$ cat src/rtl/bp_pkg.sv
// rtl/bp_pkg.sv - shared types and constants for the branch predictor
package bp_pkg;

  typedef enum logic [1:0] {
    BP_COND = 2'b00,
    BP_JAL  = 2'b01,
    BP_JALR = 2'b10,
    BP_NONE = 2'b11
  } bp_kind_e;

  // Tag and target fields are held at a fixed maximum width; the top
  // zero-extends into them, so any PC_W up to 32 fits.
  localparam int BP_FIELD_W = 32;

  typedef struct packed {
    logic                  valid;
    logic [BP_FIELD_W-1:0] tag;
    logic [BP_FIELD_W-1:0] target;
    bp_kind_e              kind;
  } btb_entry_t;

  localparam logic [1:0] PHT_INIT = 2'b01;

endpackage

$ cat src/rtl/sat_counter2.sv
// rtl/sat_counter2.sv - 2-bit saturating up/down counter next-state logic
module sat_counter2 (
  input  logic [1:0] cnt,
  input  logic       inc,
  output logic [1:0] nxt
);

  // Step toward 11 on inc, toward 00 otherwise, holding at either end.
  always_comb begin
    nxt = cnt;
    if (inc && (cnt != 2'b11)) begin
      nxt = cnt + 2'b01;
    end else if (!inc && (cnt != 2'b00)) begin
      nxt = cnt - 2'b01;
    end
  end

endmodule

$ cat src/rtl/branch_predictor_btb.sv
// rtl/branch_predictor_btb.sv - direct-mapped BTB with bimodal/gshare 2-bit PHT
module branch_predictor_btb
  import bp_pkg::*;
#(
  parameter int PC_W      = 9,
  parameter int BTB_IDX_W = 4,
  parameter int PHT_IDX_W = 6,
  parameter int GHR_W     = 6,
  parameter int MODE      = 0
) (
  input  logic                 clk,
  input  logic                 reset,
  input  logic [PC_W-1:0]      if_pc,
  output logic                 pred_hit,
  output logic                 pred_taken,
  output logic [PC_W-1:0]      pred_target,
  output logic [PHT_IDX_W-1:0] pred_idx,
  input  logic                 upd_valid,
  input  logic [PC_W-1:0]      upd_pc,
  input  logic [1:0]           upd_kind,
  input  logic                 upd_taken,
  input  logic [PC_W-1:0]      upd_target,
  input  logic [PHT_IDX_W-1:0] upd_idx,
  input  logic                 upd_mispredict,
  output logic [GHR_W-1:0]     ghr_out,
  output logic [31:0]          stat_branches,
  output logic [31:0]          stat_mispredicts
);

  localparam int BTB_N  = 1 << BTB_IDX_W;
  localparam int PHT_N  = 1 << PHT_IDX_W;
  localparam int TAG_SH = BTB_IDX_W + 2;

  btb_entry_t           btb [BTB_N];
  logic [1:0]           pht [PHT_N];
  logic [GHR_W-1:0]     ghr;
  logic [31:0]          n_br;
  logic [31:0]          n_mis;

  btb_entry_t           rd_e;
  logic [BTB_IDX_W-1:0] rd_bidx;
  logic [BTB_IDX_W-1:0] wr_bidx;
  logic [PHT_IDX_W-1:0] rd_bim;
  logic [PHT_IDX_W-1:0] rd_pidx;
  logic [1:0]           pht_nxt;
  logic                 upd_acc;
  logic                 unused_rd;

  // Zero-latency lookup: reads pre-update state, so a same-cycle write is
  // only visible from the next cycle on.
  always_comb begin
    rd_bidx     = if_pc[BTB_IDX_W+1:2];
    rd_bim      = PHT_IDX_W'(if_pc >> 2);
    rd_pidx     = (MODE == 1) ? (rd_bim ^ PHT_IDX_W'(ghr)) : rd_bim;
    rd_e        = btb[rd_bidx];
    pred_hit    = rd_e.valid && (rd_e.tag == 32'(if_pc >> TAG_SH));
    pred_taken  = pred_hit && ((rd_e.kind != BP_COND) || pht[rd_pidx][1]);
    pred_target = pred_taken ? rd_e.target[PC_W-1:0] : (if_pc + PC_W'(4));
    pred_idx    = rd_pidx;
  end

  assign unused_rd = ^(rd_e.target >> PC_W);

  assign wr_bidx = upd_pc[BTB_IDX_W+1:2];
  assign upd_acc = upd_valid && (upd_kind != BP_NONE);

  sat_counter2 u_pht_cnt (
    .cnt (pht[upd_idx]),
    .inc (upd_taken),
    .nxt (pht_nxt)
  );

  // Predictor state: reset wins over any update in the same cycle.
  always_ff @(posedge clk) begin
    if (reset) begin
      for (int i = 0; i < BTB_N; i++) btb[i] <= '0;
      for (int i = 0; i < PHT_N; i++) pht[i] <= PHT_INIT;
      ghr   <= '0;
      n_br  <= '0;
      n_mis <= '0;
    end else if (upd_acc) begin
      if (n_br != 32'hFFFF_FFFF) n_br <= n_br + 32'd1;
      if (upd_mispredict && (n_mis != 32'hFFFF_FFFF)) n_mis <= n_mis + 32'd1;
      if (upd_kind == BP_COND) begin
        pht[upd_idx] <= pht_nxt;
        ghr          <= (ghr << 1) | GHR_W'(upd_taken);
      end
      if (upd_taken) begin
        btb[wr_bidx] <= '{valid:  1'b1,
                          tag:    32'(upd_pc >> TAG_SH),
                          target: 32'(upd_target),
                          kind:   bp_kind_e'(upd_kind)};
      end
    end
  end

  assign ghr_out          = ghr;
  assign stat_branches    = n_br;
  assign stat_mispredicts = n_mis;

endmodule

$ cat config.mk
export PLATFORM = sky130hd
export DESIGN_NAME = branch_predictor_btb
export DESIGN_NICKNAME = d
export VERILOG_FILES = /design/src/rtl/bp_pkg.sv /design/src/rtl/sat_counter2.sv /design/src/rtl/branch_predictor_btb.sv
export SDC_FILE = /design/constraint.sdc
export NUM_CORES = 1
export LEC_CHECK = 0
export ABC_CLOCK_PERIOD_IN_PS = 3400
export BUFFER_PORTS_ARGS = -buffer_cell sky130_fd_sc_hd__buf_4
export CAP_MARGIN = 25
export CORE_MARGIN = 3
export CORE_UTILIZATION = 44
export DETAILED_ROUTE_END_ITERATION = 10
export HOLD_SLACK_MARGIN = 0.08
export PLACE_DENSITY = 0.65
export SLEW_MARGIN = 20
export SYNTH_ARGS = -nofsm -noshare
export SYNTH_HDL_FRONTEND = slang
export SYNTH_SLANG_ARGS = --single-unit
export TNS_END_PERCENT = 10
$ cat constraint.sdc
create_clock -name clk -period 3.4 [get_ports clk]
set_clock_uncertainty 0.05 [all_clocks]
set_input_delay 0.51 -clock clk [delete_from_list [all_inputs] [get_ports clk]]
set_output_delay 0.51 -clock clk [all_outputs]
set_load 0.1 [all_outputs]
# Word-level counts from Yosys, hierarchy flattened
# Memories as Yosys holds them, arrays and structs flattened.
# Cells that the tools add are included.
# Widths: inputs -> output; s select.
# op_classes
n_addsub	5
eq_ne	5
muxes	19
bitwise	1
n_reduce_logical	16
# ops
operator	count
$add 32x1->32 const B	2
$ne 32x32->1 const B	2
$eq 32x3->1	1
$mux 15	1
$reduce_or 15->1	1
$mux 1	12
$add 9x3->9 const B	1
$mux 9	1
$logic_and 1x1->1	6
$mux 2	3
$mux 6	1
$or 6x1->6	1
$reduce_and 2->1	3
$mux 4	1
$ne 2x2->1 const B	2
$reduce_bool 2->1	2
$add 2x1->2 const B	1
$logic_not 2->1	1
$reduce_or 2->1	1
$sub 2x1->2 const B	1
$logic_not 1->1	1
$logic_or 1x1->1	1
# word_totals
regBits	70
mem_bits_rw	368
in_bits	40
out_inout_bits	87
n_memories	2
# mem_list
memory	depth	width	read_ports	rd_ports_with_merged_regs	wr	line	source
btb	16	15	1	0	16	branch_predictor_btb.sv:34	btb_entry_t btb [BTB_N];
pht	64	2	2	0	64	branch_predictor_btb.sv:35	logic [1:0] pht [PHT_N];

# Longest topological paths before layout
# Gate-level depths: netlist (run 1).
# logic_depth
word_depth	7
depth_mapped	15
depth_no_buf	11

# Modules after synthesis
# A second synthesis (run 1) with hierarchy kept.
# hier_totals
cells_unflattened	1698
area_unflattened_um2	20756.2
# by_module_without_submodules
mod	n_inst	cells_per_inst	area_per_inst_um2	seq_area_each_um2
branch_predictor_btb	1	1691	20696.1	12291.8
sat_counter2	1	7	60.1	0.0

# Least setup slack after synthesis (run 1)
# OpenSTA, ideal clock, no wires.
# synth_timing
kind	input-to-output
startpoint	input if_pc[3]
endpoint	output pred_target[2]
arrival_ps	4546
slack_ps	-1706
stages	11
path_cell_list	buf_6 -> buf_6 -> buf_2 -> buf_2 -> mux4_2 -> mux2i_1 -> xor2_1 -> nand4_1 -> a21oi_4 -> o41ai_4 -> mux2i_1
# synth_between
elab_chain_cells	5
# synth_lines
element	line	source
from (decl)	branch_predictor_btb.sv:13	input logic [PC_W-1:0] if_pc,
$mem_v2 16x15 *	n/a	
$eq 32x3->1	branch_predictor_btb.sv:56	pred_hit = rd_e.valid && (rd_e.tag == 32'(if_pc >> TAG_SH));
$logic_and 1x1->1 *	branch_predictor_btb.sv:56	
named net pred_hit	branch_predictor_btb.sv:14	output logic pred_hit,
$logic_and 1x1->1 *	branch_predictor_btb.sv:57	pred_taken = pred_hit && ((rd_e.kind != BP_COND) || pht[rd_pidx][1]);
$mux 9 *	branch_predictor_btb.sv:58	pred_target = pred_taken ? rd_e.target[PC_W-1:0] : (if_pc + PC_W'(4));
to (decl)	branch_predictor_btb.sv:16	output logic [PC_W-1:0] pred_target,
# Mark *: on every way through the listed nets, which the timed path passes. The rest lies on a longest branch.

==> results_dict.tcl, run 1 <==
set metrics [dict create \
    rows 79 \
    multi_input_area_sq_um 8280 \
    hold_depth 3 \
    syn_area_sq_um 21200 \
    r2r_end "pht[50][0]" \
    worst_pin_slew_ps 789 \
    worstHoldStart "upd_taken" \
    grt_pass1_wl_mm 86.5 \
    cts_tree "yes" \
    peakVddDrop_v 0.000373 \
    dp_cells 2402 \
    relSlewSlack_pct 47.4 \
    slew_viol_final 0 \
    crit_arrival_ps 3290 \
    cp_top_family "multiplexers" \
    synth_top_flop_cell "edfxtp_1" \
    hold_end "ghr_out[0]" \
    grt.overflow.total 0 \
    die_w_microns 226 \
    ys_types 58 \
    path_class "reg -> out" \
    vias 14500 \
    syn_area_per_cell_sq_um 12.7 \
    fill_cells 3976 \
    outcome "complete, but fails checks" \
    crit_path_start_kind "register" \
    worstSetupEndpointType "output pin" \
    drive_gt1_share_pct 25.3 \
    clk_latency_ps 590 \
    cp_cell_sequence "mux4_2 > mux2i_2 > mux4_2 > nor2_1 > o41ai_4 > buf_12 > mux2_2 > buf_6" \
    cts-buffers-inserted 47 \
    core_area_sq_um 47100 \
    synth_edf_count 352 \
    htree_levels 2 \
    ys_seq_area_share_pct 58.0 \
    yosysWarnings 0 \
    finalCritPeriodShare_pct 113 \
    r2r_cells 13 \
    clock_path_buffers 3 \
    routed_via_density 5.80 \
    grt_antenna_before_repair 0 \
    p_leak_nw 8.95 \
    dieArea_sq_um 50900 \
    finalNonFillerCells 2492 \
    diodes 0 \
    crit_path_max_incr_delay_ps 500 \
    drc 0 \
    slowest_stage "mux4_2" \
    io_pins 127 \
    hold_violations 0 \
    holdBufCountCts 0 \
    async_flop_share_pct 0 \
    cp_num_buf_inv 2 \
    clkTransAtPathRegs_ps 60 \
    die_h_microns 226 \
    cts.sinks 438 \
    nNetsFinal 1894 \
    fin_util_pct 53.3 \
    violations "negative setup slack" \
    hp-class "in -> reg" \
    synth-seq-cells 438 \
    cp.required_ps 2840 \
    hpwl_mm 37.8 \
    rr_startpoint "pht[30][1]" \
    fmax_mhz 259 \
    power_density_nw_per_um2 496 \
    root_buffer "clkbuf_16" \
    syn_inst 1674 \
    wl_per_cell_microns 22.7 \
    fin_ws_ps -455 \
    grt_start_max_net_pins 75 \
    portBuffers 124 \
    regArea_sq_um 12300 \
    grt_pass1_vias 14300 \
    syn-num-nets 1719 \
    cpMostUsedCell "mux4_2" \
    min_period_ps 3850 \
    critPathMaxFanout 10 \
    syn_to_final_growth_pct 18.3 \
    layout_commonest_cell "edfxtp_1" \
    dr.pass1.iters 5 \
    final_cell_mix "edfxtp_1, buf_4, and2_1" \
    finalSetupViolCount 11 \
    track_usage_pct 22.3 \
    drt_first_iter_violations 1251 \
    gp_congestion 0.863 \
    start_util_pct 45.1 \
    drtAntennaViolNets 0 \
    wirelength_mm 56.5 \
    rsz0062_at_grt "true" \
    rrSetupSlack_ps 140 \
    cap_violations 0 \
]
[repair_timing]
item                       4_1_cts  5_1_grt
cloned                           0        1
resized for setup               25       12
pin swaps                        0        4
setup endpoints to repair       11      138
setup buffers                    0        4
[state kept, by name (all words and copies together), names as in the netlist]
signal            count
btb                 240
ghr_out               6
pht                 128
stat_branches        32
stat_mispredicts     32
[per-layer routing]
layer	vias up	wire length [microns]	global-route usage, %
li1	6514	-	-
met1	7303	23300	30.3
met2	528	27800	37.1
met3	111	3700	3.10
met4	0	1690	7.56
met5	-	0	0
[synthesized netlist by cell type, types with 5 or more instances]
cell      number  area share [%]
dfxtp_1       86             8.1
mux2i_1       42             2.0
mux4_2        92             9.8
a21o_1        18            0.64
nand3_1       65             1.5
and4_1        13            0.54
a211oi_1       7            0.25
o21ai_0       77             1.8
nand4_1       33            0.97
clkbuf_1      89             1.6
nor3b_1        7            0.25
nand2b_1       9            0.27
nand2_1       75             1.3
edfxtp_1     352              50
ha_1           5            0.30
xnor2_1       25             1.0
or3_1          7            0.21
buf_6          5            0.27
buf_4         17            0.60
buf_1         12            0.21
inv_1         10            0.18
or2_2          7            0.21
nor2b_1        6            0.18
nor3_1        78             1.8
nor2_1       137             2.4
xor2_1        41             1.7
mux4_1         7            0.87
and2_1       237             7.0
a21oi_1       16            0.38
buf_2         20            0.47
mux2_2        13            0.69
and3_1        18            0.53
[logic make-up after synthesis]
kind of cell | after synthesis | synth area share, %
XOR/XNOR | 67 | 2.80
AO/OA/AOI/OAI | 149 | 4.41
flip-flops | 438 | 58.0
multiplexers | 155 | 13.4
buffers and inverters | 154 | 3.32
adder cells (fa/ha/maj) | 5 | 0.295
AND/OR/NAND/NOR | 706 | 17.8
[worst max-delay path by stage]
stage,startpoint,to,slack [ps],cells after the start
after floorplan,if_pc[3],pred_target[2],-730,9
after global placement,if_pc[3],pred_target[2],-420,9
after detailed placement,if_pc[3],pred_target[2],-450,9
after CTS,pht[29][1],pred_target[7],-440,8
after global routing,pht[55][1],pred_target[7],-490,9
final,pht[23][1],pred_target[7],-450,8
[report_power, final]
group          leakage, nW  total (mW)  switching [mW]  internal, mW
logic                 4.28        1.36           0.845         0.517
registers             3.94        6.02          0.0630          5.96
clock network        0.732        5.06            2.14          2.93
total                 8.95        12.4            3.04          9.40
[worst min-delay path, delay by kind of cell]
family	cells	cell delay, ps
and+or+nand+nor	1	80
muxes	1	80
buffers and inverters	1	140
[final cells by class]
class	instances	area share, %
Multi-Input combinational cell	1082	33.0
Tap cell	607	3.03
Inverter	11	0.165
Sequential cell	438	49.0
Timing Repair Buffer	269	8.80
Clock inverter	20	0.758
Clock buffer	65	5.24
[through the flow]
stage / total power [mW] / cell area, sq um / hold WS [ps] / worst slack [ps] / setup TNS [ps]
after CTS: 12.5 / 25000 / 174 / -443 / -4020
after global placement: 7.40 / 23400 / 382 / -423 / -37150
after floorplan: 6.96 / 21300 / 371 / -733 / -8480
after global routing: 12.8 / 25100 / 245 / -487 / -4510
after detailed placement: 7.42 / 23400 / 390 / -454 / -43450
final: 12.4 / 25100 / 214 / -455 / -4080
(Power assumes the default switching activity.)
==> inputs of run 2 (changes only) <==
- GPL_ROUTABILITY_DRIVEN: not set -> 0
- PLACE_DENSITY: 0.65 -> 0.64
==> results_dict.tcl, run 2 (synthesis results as in run 1) <==
set metrics [dict create \
    cts-buffers-inserted 47 \
    outcome "complete, but fails checks" \
    syn_to_final_growth_pct 18.6 \
    root_buffer "clkbuf_16" \
    worst_pin_slew_ps 796 \
    clock_path_buffers 3 \
    grt_pass1_vias 14400 \
    peakVddDrop_v 0.000312 \
    crit_path_start_kind "register" \
    relSlewSlack_pct 46.8 \
    reg_top3 "btb x240, pht x128" \
    drtAntennaViolNets 0 \
    worstSetupEndpointType "output pin" \
    drive_gt1_share_pct 25.9 \
    fmax_mhz 265 \
    path_class "reg -> out" \
    routed_via_density 5.69 \
    grt_antenna_before_repair 0 \
    place_ws_ps -404 \
    grt.overflow.total 0 \
    diodes 0 \
    violations "negative setup slack" \
    crit_arrival_ps 3210 \
    worstHoldStart "upd_taken" \
    min_period_ps 3770 \
    wirelength_mm 56.6 \
    die_w_microns 226 \
    drc 0 \
    grt_pass1_wl_mm 86.5 \
    dr.pass1.iters 6 \
    critPathMaxFanout 10 \
    io_pins 127 \
    wl_per_cell_microns 22.7 \
    hold_violations 0 \
    hpwl_mm 38.5 \
    p_sw_share_pct 24.6 \
    finalSetupViolCount 10 \
    cap_violations 0 \
    track_usage_pct 22.3 \
    power_density_nw_per_um2 490 \
    vias 14200 \
    drt_first_iter_violations 1262 \
    p_leak_nw 8.96 \
    cell_internal_pwr_mw 9.30 \
    core_area_sq_um 47100 \
    cts_tree "yes" \
    cts.sinks 438 \
    layout_commonest_cell "edfxtp_1" \
    start_util_pct 45.1 \
    rows 79 \
    rsz0062_at_grt "true" \
    largest-register "btb" \
    htree_levels 2 \
    rr_startpoint "pht[16][1]" \
    p_comb_share_pct 11.0 \
    grt_start_max_net_pins 64 \
    p_clk_share_pct 40.1 \
    power_switching_mw 3.03 \
    pwr-share-seq_pct 48.8 \
    crit_start "pht[31][1]" \
    largest_reg_flops 240 \
    nNetsFinal 1897 \
    die_h_microns 226 \
    hp-class "in -> reg" \
    dieArea_sq_um 50900 \
    finalCritPeriodShare_pct 111 \
    cp.required_ps 2840 \
    holdBufCountCts 0 \
    slew_viol_final 0 \
    portBuffers 124 \
    clk_latency_ps 590 \
    fin_ws_ps -372 \
    clkTransAtPathRegs_ps 60 \
    fin_util_pct 53.4 \
    final_cell_mix "edfxtp_1, buf_4, and2_1" \
    fill_cells 3943 \
]
==> run 2: final timing paths <==
| check | endpoint | slack [ps] | depth (start not counted) |
|---|---|---|---|
| setup / recovery | pred_target[7] | -370 | 8 |
| hold / removal | ghr_out[0] | 230 | 3 |
| setup reg to reg | pht[28][1] | 130 | 14 |
| hold reg to reg | btb[10][14] | 400 | 1 |
==> run 2: layout make-up <==
| class | instances | area [sq um] | area share (%) |
|---|---|---|---|
| repair buffers | 272 | 2280 | 9.09 |
| clock inverters | 28 | 225 | 0.896 |
| multi-input cells | 1082 | 8300 | 33.0 |
| inverters | 11 | 45.0 | 0.179 |
| well taps | 607 | 759 | 3.02 |
| clock buffers | 58 | 1240 | 4.93 |
| flip-flops and latches | 438 | 12300 | 48.9 |
==> run 2: power by group through the flow <==
stage,logic (mW),clock network [mW],registers (mW)
floorplan,0.822,0,6.14
global placement,1.32,0,6.12
detailed placement,1.34,0,6.13
CTS,1.35,5.04,6.02
global route,1.44,5.25,6.04
finish,1.36,4.95,6.02
==> run 2: timing repair <==
action	4_1_cts	5_1_grt
endpoints found under the setup margin	11	120
buffers inserted	0	3
pin swaps	0	6
resized for setup	20	20
==> run 2: through the flow <==
| stage | area [sq um] | hold WS (ps) | total power, mW | setup TNS [ps] | std cells |
|---|---|---|---|---|---|
| after floorplan | 21300 | 371 | 6.96 | -8480 | 1674 |
| after global placement | 23500 | 381 | 7.44 | -36970 | 2407 |
| after detailed placement | 23500 | 387 | 7.47 | -40770 | 2407 |
| after CTS | 25100 | 181 | 12.4 | -3800 | 2493 |
| after global routing | 25100 | 236 | 12.7 | -4100 | 2496 |
| final | 25100 | 229 | 12.3 | -3340 | 2496 |
==> run 2: metal layers <==
metal / wire length (microns) / vias up / GRT usage (%)
li1: - / 6518 / -
met1: 23400 / 7117 / 28.8
met2: 28700 / 476 / 39.1
met3: 3250 / 94 / 3.53
met4: 1340 / 0 / 6.60
met5: 0 / - / 0
==> run 2: worst max-delay path: stages (launching register included) <==
cell and delay [ps]:
edfxtp_1 430, mux4_2 480, mux2i_1 200, mux4_2 320, nor2_2 60, o41ai_4 380, buf_12 200, mux2_2 360
buf_6 190
==> inputs of run 3 (changes only) <==
- ABC_CLOCK_PERIOD_IN_PS: 3400 -> 4780
- CORE_UTILIZATION: 44 -> 30
- PLACE_DENSITY: 0.64 -> 0.46
- clock period: 3.4 -> 4.78 ns (I/O delays scaled with it)
==> results_dict.tcl, run 3 (synthesis results as in run 1) <==
set metrics [dict create \
    start_util_pct 30.6 \
    crit_path_max_incr_delay_ps 400 \
    htree_levels 2 \
    die_h_microns 272 \
    wl_per_cell_microns 23.3 \
    final_cell_mix "edfxtp_1, and2_1, buf_4" \
    fin_util_pct 36.1 \
    clkTransAtPathRegs_ps 50 \
    drtAntennaViolNets 0 \
    hp-class "in -> reg" \
    p_comb_share_pct 10.5 \
    grt_pass1_wl_mm 95.1 \
    peakVddDrop_v 0.000232 \
    worst_pin_slew_ps 892 \
    root_buffer "clkbuf_16" \
    fmax_mhz 229 \
    cp.required_ps 4010 \
    clk_latency_ps 610 \
    rows 96 \
    die_w_microns 272 \
    critPathCapture "pred_target[8]" \
    path_class "in -> out" \
    grt_antenna_before_repair 4 \
    cts_setup_buffers 0 \
    worstSetupEndpointType "output pin" \
    largest_reg_flops 240 \
    pwr-share-seq_pct 48.2 \
    r2r_cells 13 \
    critPathMaxFanout 24 \
    power_switching_mw 2.25 \
    fin_area_sq_um 25000 \
    rrSetupSlack_ps 1350 \
    cts_tree "yes" \
    grt.overflow.total 0 \
    dr.pass1.iters 5 \
    rsz0062_at_grt "false" \
    drive_gt1_share_pct 22.4 \
    place_ws_ps 370 \
    syn_to_final_growth_pct 17.9 \
    dieArea_sq_um 73900 \
    rr_startpoint "pht[55][1]" \
    relSlewSlack_pct 40.5 \
    finalCritPeriodShare_pct 91.5 \
    slew_viol_final 0 \
    clock_path_buffers 3 \
    io_pins 127 \
    holdBufCountCts 0 \
    p_sw_share_pct 25.3 \
    slowest_stage "buf_4" \
    cell_internal_pwr_mw 6.64 \
    largest-register "btb" \
    p_clk_share_pct 41.2 \
    hold_violations 0 \
    r2r_end "pht[57][0]" \
    power_density_nw_per_um2 355 \
    layout_commonest_cell "edfxtp_1" \
    crit_start "if_pc[4]" \
    hpwl_mm 41.8 \
    drc 0 \
    core_area_sq_um 69300 \
    post_cts_resized 0 \
    fin_ws_ps 408 \
    cts.sinks 438 \
    track_usage_pct 17.2 \
    finalSetupViolCount 0 \
    drt_first_iter_violations 1139 \
    crit_arrival_ps 3600 \
    reg_top3 "btb x240, pht x128" \
    fin_setup_tns_ps 0 \
    cp_cell_sequence "buf_4 > buf_4 > mux4_2 > mux2i_1 > xor2_1 > nand4_1 > a21oi_4 > o41ai_4 > buf_12 > mux2_4 > buf_4" \
    grt_start_max_net_pins 64 \
    min_period_ps 4370 \
    cpMostUsedCell "buf_4" \
    hold_depth 2 \
    routed_via_density 5.08 \
    cts-buffers-inserted 50 \
    cap_violations 0 \
    p_leak_nw 8.69 \
    wirelength_mm 64.3 \
    grt_pass1_vias 14000 \
    finalHoldWorstSlack_ps 389 \
    post_dp_cell_area_sq_um 23500 \
    portBuffers 124 \
    crit_path_start_kind "input port" \
    vias 14000 \
    outcome "completed" \
    nNetsFinal 1836 \
]
## run 3: changes by cell type in the layout (fill, tap and decap cells not counted), moves of 5 or more
cell | previous run | this run
buf_12 | 17 | 9
buf_4 | 247 | 199
buf_6 | 8 | 0
clkbuf_8 | 0 | 6
clkinv_2 | 13 | 6
mux4_1 | 1 | 7
mux4_2 | 98 | 92
nor3_1 | 68 | 73
nor3_2 | 10 | 5
o21ai_1 | 13 | 6
o21ai_2 | 0 | 6
## run 3: routing by layer
layer / global-route usage (%) / part of all wire [%]
met3: 3.13 / 5.6
met4: 3.91 / 2.0
met5: 0 / 0.011
met1: 23.2 / 44
met2: 28.8 / 48
## run 3: per-stage QoR
stage / total power [mW] / instances
floorplan: 4.94 / 1674
global placement: 5.30 / 2670
detailed placement: 5.31 / 2670
CTS: 9.00 / 2760
global route: 9.20 / 2760
finish: 8.88 / 2762
## run 3: cell type report
cell class / instances / area (sq um)
clock buffers: 69 / 1380
multi-input cells: 1082 / 8280
well taps: 931 / 1160
flip-flops and latches: 438 / 12300
diodes: 2 / 5.00
inverters: 11 / 41.3
clock inverters: 21 / 156
fillers: 6764 / 44300
repair buffers: 208 / 1670
## run 3: worst min-delay path by stage
| stage | startpoint | to | slack [ps] |
|---|---|---|---|
| 2_1_floorplan | btb[13][14] | btb[13][14] | 370 |
| 3_5_place_dp | btb[13][14] | btb[13][14] | 390 |
| 5_1_grt | reset | ghr_out[2] | 370 |
| 6_report | reset | ghr_out[2] | 390 |
| 3_3_place_gp | btb[13][14] | btb[13][14] | 380 |
| 4_1_cts | reset | ghr_out[2] | 340 |
## run 3: critical path, delay by kind of cell
family	cells	cell delay [ps]
and+or+nand+nor	1	220
buffers and inverters	4	1120
AOI/OAI and AO/OA	2	430
muxes	3	790
xor gates and xnor gates	1	270
## run 3: power groups by stage
stage	clock network, mW	logic (mW)	registers, mW
after floorplan	0	0.575	4.36
after global placement	0	0.943	4.36
after detailed placement	0	0.946	4.36
after CTS	3.76	0.948	4.28
after global routing	3.91	0.995	4.29
final	3.66	0.936	4.28
